--- config.mk ---
export PLATFORM = sky130hd
export DESIGN_NAME = vector_sweep
export DESIGN_NICKNAME = d
export VERILOG_FILES = /design/src/rtl/vector_sweep.sv
export SDC_FILE = /design/constraint.sdc
export NUM_CORES = 1
export LEC_CHECK = 0
export CORE_AREA = 10 10 55 57
export DETAILED_ROUTE_END_ITERATION = 10
export DIE_AREA = 0 0 65 67
export GPL_TIMING_DRIVEN = 0
export PLACE_DENSITY = 0.78
export SKIP_CTS_REPAIR_TIMING = 1
export SLEW_MARGIN = 20
export SYNTH_ARGS = -nofsm -noshare
export SYNTH_HDL_FRONTEND = slang
export SYNTH_SLANG_ARGS = --single-unit
export TNS_END_PERCENT = 5
--- constraint.sdc ---
create_clock -name clk -period 2.8 [get_ports clk]
set_clock_uncertainty 0.2 [all_clocks]
set_input_delay 0.42 -clock clk [delete_from_list [all_inputs] [get_ports clk]]
set_output_delay 0.42 -clock clk [all_outputs]
set_load 0.01 [all_outputs]
--- src/rtl/vector_sweep.sv ---
// Sweeps all eight {a,b,c} vectors through a downstream cell, holds each for SETTLE_CYC
// cycles, then checks x/y. Optional macro SWEEP_FAIL_CAPTURE_EN adds first-failure capture.
module vector_sweep #(
    parameter int SETTLE_CYC = 1
) (
    input  logic       clk,
    input  logic       rst,
    input  logic       start,
    output logic       a,
    output logic       b,
    output logic       c,
    input  logic       x,
    input  logic       y,
    output logic [2:0] vec_idx,
    output logic       busy,
    output logic       done,
    output logic       pass,
    output logic [3:0] err_cnt
`ifdef SWEEP_FAIL_CAPTURE_EN
    ,
    output logic [2:0] fail_vec,
    output logic       fail_vld
`endif
);

    typedef enum logic [1:0] {IDLE, SETTLE, CHECK, DONE} state_t;

    localparam logic [3:0] SETTLE_LD = 4'(SETTLE_CYC);

    state_t     state_q, state_d;
    logic [2:0] vec_idx_q, vec_idx_d;
    logic [3:0] cnt_q, cnt_d;
    logic [3:0] err_q, err_d;
    logic       busy_q, busy_d;
    logic       done_q, done_d;
    logic       pass_q, pass_d;
    logic       mismatch;
`ifdef SWEEP_FAIL_CAPTURE_EN
    logic [2:0] fail_vec_q, fail_vec_d;
    logic       fail_vld_q, fail_vld_d;
`endif

    // Golden cell: x = ~c ^ (a | b), y = a & b, evaluated on the vector being driven.
    always_comb begin
        mismatch = (x != (~vec_idx_q[0] ^ (vec_idx_q[2] | vec_idx_q[1]))) ||
                   (y != (vec_idx_q[2] & vec_idx_q[1]));
    end

    always_comb begin
        state_d   = state_q;
        vec_idx_d = vec_idx_q;
        cnt_d     = cnt_q;
        err_d     = err_q;
        busy_d    = busy_q;
        done_d    = done_q;
        pass_d    = pass_q;
`ifdef SWEEP_FAIL_CAPTURE_EN
        fail_vec_d = fail_vec_q;
        fail_vld_d = fail_vld_q;
`endif
        case (state_q)
            IDLE, DONE: begin
                if (start) begin
                    state_d   = SETTLE;
                    vec_idx_d = 3'd0;
                    cnt_d     = SETTLE_LD;
                    err_d     = 4'd0;
                    busy_d    = 1'b1;
                    done_d    = 1'b0;
                    pass_d    = 1'b0;
`ifdef SWEEP_FAIL_CAPTURE_EN
                    fail_vec_d = 3'd0;
                    fail_vld_d = 1'b0;
`endif
                end
            end
            SETTLE: begin
                cnt_d = cnt_q - 4'd1;
                if (cnt_q <= 4'd1) begin
                    state_d = CHECK;
                end
            end
            CHECK: begin
                // Count saturates at 8; one increment per vector even if both outputs differ.
                if (mismatch && (err_q != 4'd8)) begin
                    err_d = err_q + 4'd1;
                end
`ifdef SWEEP_FAIL_CAPTURE_EN
                if (mismatch && !fail_vld_q) begin
                    fail_vec_d = vec_idx_q;
                    fail_vld_d = 1'b1;
                end
`endif
                if (vec_idx_q != 3'd7) begin
                    vec_idx_d = vec_idx_q + 3'd1;
                    cnt_d     = SETTLE_LD;
                    state_d   = SETTLE;
                end else begin
                    state_d = DONE;
                    busy_d  = 1'b0;
                    done_d  = 1'b1;
                    pass_d  = (err_d == 4'd0);
                end
            end
            default: state_d = IDLE;
        endcase
    end

    always_ff @(posedge clk) begin
        if (rst) begin
            state_q   <= IDLE;
            vec_idx_q <= 3'd0;
            cnt_q     <= 4'd0;
            err_q     <= 4'd0;
            busy_q    <= 1'b0;
            done_q    <= 1'b0;
            pass_q    <= 1'b0;
`ifdef SWEEP_FAIL_CAPTURE_EN
            fail_vec_q <= 3'd0;
            fail_vld_q <= 1'b0;
`endif
        end else begin
            state_q   <= state_d;
            vec_idx_q <= vec_idx_d;
            cnt_q     <= cnt_d;
            err_q     <= err_d;
            busy_q    <= busy_d;
            done_q    <= done_d;
            pass_q    <= pass_d;
`ifdef SWEEP_FAIL_CAPTURE_EN
            fail_vec_q <= fail_vec_d;
            fail_vld_q <= fail_vld_d;
`endif
        end
    end

    // Stimulus comes straight from the index register, so DONE naturally holds 1,1,1.
    assign a       = vec_idx_q[2];
    assign b       = vec_idx_q[1];
    assign c       = vec_idx_q[0];
    assign vec_idx = vec_idx_q;
    assign busy    = busy_q;
    assign done    = done_q;
    assign pass    = pass_q;
    assign err_cnt = err_q;
`ifdef SWEEP_FAIL_CAPTURE_EN
    assign fail_vec = fail_vec_q;
    assign fail_vld = fail_vld_q;
`endif

endmodule

==> impl_metrics.toml, run 1 <==
[status]
status = "complete, no violations"

[route]
antenna_left = 0
drt_pass1_iterations = 4
viasPerCell = 5.35
drt_iter0_drc = 16
wirelength_um = 2240
wl_per_cell_um = 12.5
drc_errors = 0
via_count = 963

[critical_path]
r2r_slack_ns = 0.63
cp_num_buf_inv = 1
critical-path-top-delay-family = "compound AO/OA/AOI/OAI gates"
r2r-start = "state_q[0]"
end_kind = "flip-flop"
crit_fanout = 3
crit_chain = "clkdlybuf4s50_1 > xnor2_1 > a21oi_1 > o211ai_1 > xnor2_1 > or4_1 > o32ai_1"
crit_path_max_incr_delay_ns = 0.50
cp-start-kind = "primary input"
crit_start = "y"
cp.arrival_ns = 2.18
cp.required_ns = 2.81
r2r-end = "err_cnt[2]"
slowest_stage = "or4_1"
cpMostUsedCell = "xnor2_1"
worst-setup-path-type = "primary input to flip-flop"
ff2ff_path_depth = 7

[synthesis]
synth_mux_area_frac = 0.00993
ys_warn_count = 0
ys_seq_area_frac = 0.318
syn_inst = 133
synth_area_leaders = "dfxtp_1, ha_1, nand2_1, nor2_1, a21oi_1"
synth.avg_cell_area_um2 = 7.58
synth_adder_area_share = 0.112
synth_compound_area_frac = 0.194
synth_xor_area_frac = 0.0422
synth_seq_cells = 16
ys.flop_type = "dfxtp_1"
syn_area_um2 = 1010
yosys.area_share.simple = 0.246
yosysTopAreaCellShare = 0.318
synth_top_family_by_area = "simple AND/OR/NAND/NOR gates"
yosys.cell_types.count = 35
synthArstFlopShare = 0
syn-num-nets = 147
synth_edf_count = 0
synth_area_leader_cell = "dfxtp_1"

[pwr]
power-per-cell-area_nw_per_um2 = 484
ir_drop_mv = 0.308
p_total_uw = 599
clkPwrFrac = 0.261
p_int_uw = 395
pwr-share-seq = 0.436
power_frac_comb = 0.303
power_switching_share = 0.341
p_leak_uw = 0.000469
power.switching_uw = 204

[floorplan]
die_y_um = 67
io-pin-count = 18
row_count = 16
die_area_um2 = 4360
initial_utilization = 0.519
coreArea_um2 = 1940
dieWidth_um = 65

[clocking]
path_clk_slew_ns = 0.09
cts_tree = "built"
cts_root_buffer = "clkbuf_4"
cts_buffer_depth = 2
cts-htree-levels = 1
cts_made_buffers = 3
cts.sinks = 16
insertion_delay_ns = 0.29

[sta]
finalCritPeriodShare = 0.776
fin_crit_ns = 2.17
max_freq_mhz = 460
hold_viol_final = 0
relSlewSlack = 0.672
rsz0062_at_grt = "false"
setup_viol_count_final = 0
worst_slew_pin_slew_ns = 0.489
drv_slew = 0
finalSetupTns_ns = 0

[global_route]
antenna_found_initial = 0
grt-busiest-layer = "met2"
met3_usage = 0.0284
use_met2 = 0.179
grt_max_degree = 11
use_met1 = 0.123
grtUsageTotal = 0.106
grt_pass1_wl_um = 3840
grt_pass1_vias = 879
grt-ovfl-total = 0

[place]
place_congestion = 0.830
place_inst = 176
port_buffers = 16
hpwl_um = 1710

[worst_hold_path]
worstHoldStart = "rst"
hp-class = "primary input to flip-flop"
whs_path_depth = 2
min_to = "err_cnt[0]"

[final_layout]
layout_commonest_cell = "nand2_1"
instances_no_fill = 180
fillerInstances = 195
drive_gt1_frac = 0.0654
areaGrowthSynthToFinish_pct = 22.8
n_antenna_cell = 0
nets = 168
post-route-util = 0.638
mostFrequentLayoutCells = "nand2_1, nor2_1, dfxtp_1, clkdlybuf4s50_1, a21oi_1"

[run]
maxCapViolCount = 0
## worst max path at each step
| stage | end | depth (start not counted) | slack (ns) |
|---|---|---|---|
| 2_1_floorplan | pass | 6 | 0.86 |
| 3_3_place_gp | pass | 7 | 0.38 |
| 3_5_place_dp | pass | 7 | 0.31 |
| 4_1_cts | pass | 7 | 0.62 |
| 5_1_grt | err_cnt[2] | 7 | 0.41 |
| 6_report | pass | 7 | 0.63 |
## registers in the layout, summed over array words and instances (netlist names)
signal and count:
state_q 2, cnt_q 4, busy 1, pass 1, err_cnt 4, done 1
vec_idx 3
## worst register-to-register path, delay by kind of cell (launching register included)
kind | cells | cell delay [ns]
adder cells (fa/ha/maj) | 1 | 0.35
buffers and inverters | 2 | 0.41
AND/OR/NAND/NOR | 3 | 0.63
flip-flops | 1 | 0.39
AO/OA/AOI/OAI | 1 | 0.13
## stage by stage
stage                     cell area [um2]  hold WS (ns)  setup slack, ns
final                                1240         0.186            0.628
after CTS                            1240         0.185            0.617
after detailed placement             1200         0.268            0.313
after global placement               1200         0.265            0.377
after global routing                 1240         0.193            0.412
after floorplan                      1010         0.241            0.859
## cell usage after synthesis, types with 2 or more instances
cell      instances
a21oi_1          11
a22oi_1           5
a32oi_1           2
buf_4             3
clkbuf_1          6
dfxtp_1          16
ha_1              9
inv_1             8
nand2_1          19
nand3_1           2
nand3b_1          2
nor2_1           18
nor3_1            2
o211ai_1          2
o21ai_0           5
or3_1             2
xnor2_1           3
## power by group through the flow
stage | sequential (uW) | clock (uW) | combinational (uW)
floorplan | 264 | 0 | 135
global placement | 265 | 0 | 175
detailed placement | 266 | 0 | 181
CTS | 261 | 158 | 182
global route | 264 | 168 | 210
finish | 261 | 157 | 181
## metal layers
metal,wire length [um],vias to the layer above
met5,0,-
met4,42,0
met3,140,5
met2,1050,21
met1,1010,446
li1,-,491
## cell type report
| cell class | instances | area, um2 | area share |
|---|---|---|---|
| buffer | 10 | 50.0 | 0.0404 |
| clock buffer | 4 | 36.3 | 0.0293 |
| inverter | 8 | 30.0 | 0.0242 |
| multi-input combinational | 99 | 608 | 0.491 |
| sequential | 16 | 320 | 0.259 |
| tap | 27 | 33.8 | 0.0273 |
| timing repair buffer | 16 | 160 | 0.129 |
## logic make-up (layout without fill, tap and decap cells)
kind of cell / after synthesis / after routing
compound gates: 31 / 31
fa+ha+maj: 9 / 9
simple gates: 54 / 54
flops: 16 / 16
mux: 1 / 1
xor+xnor: 4 / 4
buf+inv: 18 / 38
No activity file was read; power rests on OpenSTA's default activity.
==> run 2: changes to the inputs <==
CORE_AREA = 10 10 58 60   (was 10 10 55 57)
DIE_AREA = 0 0 68 70   (was 0 0 65 67)
PLACE_DENSITY = 0.72   (was 0.78)
clock period = 1.9 ns   (was 2.8 ns; I/O delays follow)
==> impl_metrics.toml, run 2 (synthesized netlist as in run 1, its figures left out) <==
[route]
drc_errors = 0
viasPerCell = 5.32
via_count = 979
wirelength_um = 2350
drt_iter0_drc = 80
drt_pass1_iterations = 5
wl_per_cell_um = 12.8
antenna_left = 0

[final_layout]
post-route-util = 0.563
stdcell_area_um2 = 1320
drive_gt1_frac = 0.169
areaGrowthSynthToFinish_pct = 30.8
nets = 170
n_antenna_cell = 0
layout_commonest_cell = "nand2_1"
mostFrequentLayoutCells = "nand2_1, nor2_1, clkdlybuf4s50_1"

[clocking]
path_clk_slew_ns = 0.09
cts_made_buffers = 3
insertion_delay_ns = 0.29
cts_tree = "built"
cts_buffer_depth = 2
cts_root_buffer = "clkbuf_4"
cts.sinks = 16
cts-htree-levels = 1

[sta]
layout_setup_ws_ns = -0.00732
setup_viol_count_final = 1
fin_hold_ws_ns = 0.0624
finalCritPeriodShare = 1.00
rsz0062_at_grt = "true"
drv_slew = 0
relSlewSlack = 0.673
finalSetupTns_ns = -0.00732
max_freq_mhz = 524
fin_crit_ns = 1.91
worst_slew_pin_slew_ns = 0.490
hold_viol_final = 0

[pwr]
clkPwrFrac = 0.201
power-per-cell-area_nw_per_um2 = 655
power_frac_comb = 0.357
ir_drop_mv = 0.465
pwr-share-seq = 0.443
p_total_uw = 864
power_switching_share = 0.351
power.switching_uw = 303
p_int_uw = 561
p_leak_uw = 0.000518

[critical_path]
cpMostUsedCell = "xnor2_1"
worst-setup-path-type = "flip-flop to flip-flop"
slowest_stage = "or4_4"
r2r-start = "vec_idx[2]"
critical-path-top-delay-family = "simple AND/OR/NAND/NOR gates"
cp.required_ns = 1.91
crit_start = "vec_idx[2]"
critPathCapture = "pass"
crit_chain = "xnor2_1 > a21oi_2 > o211ai_1 > xnor2_1 > or4_4 > o32ai_2"
end_kind = "flip-flop"
worstSetupPathDepth = 6
crit_path_max_incr_delay_ns = 0.53
r2r_slack_ns = -0.007
cp_num_buf_inv = 0
cp.arrival_ns = 1.91
cp-start-kind = "flip-flop"
crit_fanout = 8
r2r-end = "pass"
ff2ff_path_depth = 6

[global_route]
grt-ovfl-total = 0
met3_usage = 0.0303
antenna_found_initial = 0
grt_pass1_wl_um = 3870
use_met1 = 0.117
use_met2 = 0.157
grt_pass1_vias = 911
grt_max_degree = 11
grt-busiest-layer = "met2"
grtUsageTotal = 0.0995

[status]
status = "finished with violations"
violations = "setup timing"

[floorplan]
die_y_um = 70
coreArea_um2 = 2340
row_count = 18
dieWidth_um = 68
initial_utilization = 0.431
io-pin-count = 18
die_area_um2 = 4760

[place]
postPlaceCellArea_um2 = 1210
port_buffers = 16
hpwl_um = 1720
place_congestion = 0.800

[run]
maxCapViolCount = 0

[worst_hold_path]
hp-class = "primary input to flip-flop"
==> run 2: cell count changes in the layout (fill, tap and decap cells not counted), sizes merged <==
cell	previous run	this run
dlymetal6s2s	0	2
clkbuf	10	8
clkdlybuf4s50	16	14
buf	4	7
==> run 2: final cells by class <==
cell class | instances | area, um2
Buffer | 10 | 56.3
Clock buffer | 3 | 22.5
Fill cell | 238 | 1020
Inverter | 8 | 30.0
Multi-Input combinational cell | 99 | 658
Sequential cell | 16 | 334
Tap cell | 30 | 37.5
Timing Repair Buffer | 18 | 180
==> run 2: per-stage QoR <==
stage                     setup WS [ns]  instances
final                          -0.00732        184
after global routing             -0.123        184
after CTS                        -0.207        182
after detailed placement         -0.500        179
after global placement           -0.429        179
after floorplan                 -0.0212        133
==> run 2: worst min path at each step <==
stage | from | endpoint | slack, ns | cells after the start
floorplan | cnt_q[1] | cnt_q[1] | 0.24 | 2
global placement | cnt_q[1] | cnt_q[1] | 0.27 | 2
detailed placement | cnt_q[1] | cnt_q[1] | 0.27 | 2
CTS | rst | err_cnt[0] | 0.04 | 2
global route | rst | err_cnt[0] | 0.08 | 2
finish | rst | err_cnt[0] | 0.06 | 2
==> run 2: layer usage <==
layer  up-vias  wire (um)  share of wire
li1        496          -              -
met5         -          0              0
met4         0         36          0.015
met3         4        155          0.066
met1       459       1030           0.44
met2        20       1130           0.48
==> run 2: power groups by stage <==
| stage | clock network [uW] | registers, uW | logic [uW] |
|---|---|---|---|
| global placement | 0 | 390 | 261 |
| global route | 200 | 387 | 352 |
| detailed placement | 0 | 393 | 269 |
| floorplan | 0 | 390 | 201 |
| finish | 173 | 383 | 308 |
| CTS | 185 | 385 | 271 |
==> run 2: worst register-to-register path: cells and delay by family, from the launching register on <==
kind	cells	cell delay [ns]
xor+xnor	2	0.32
simple gates	1	0.53
compound gates	3	0.41
flops	1	0.38
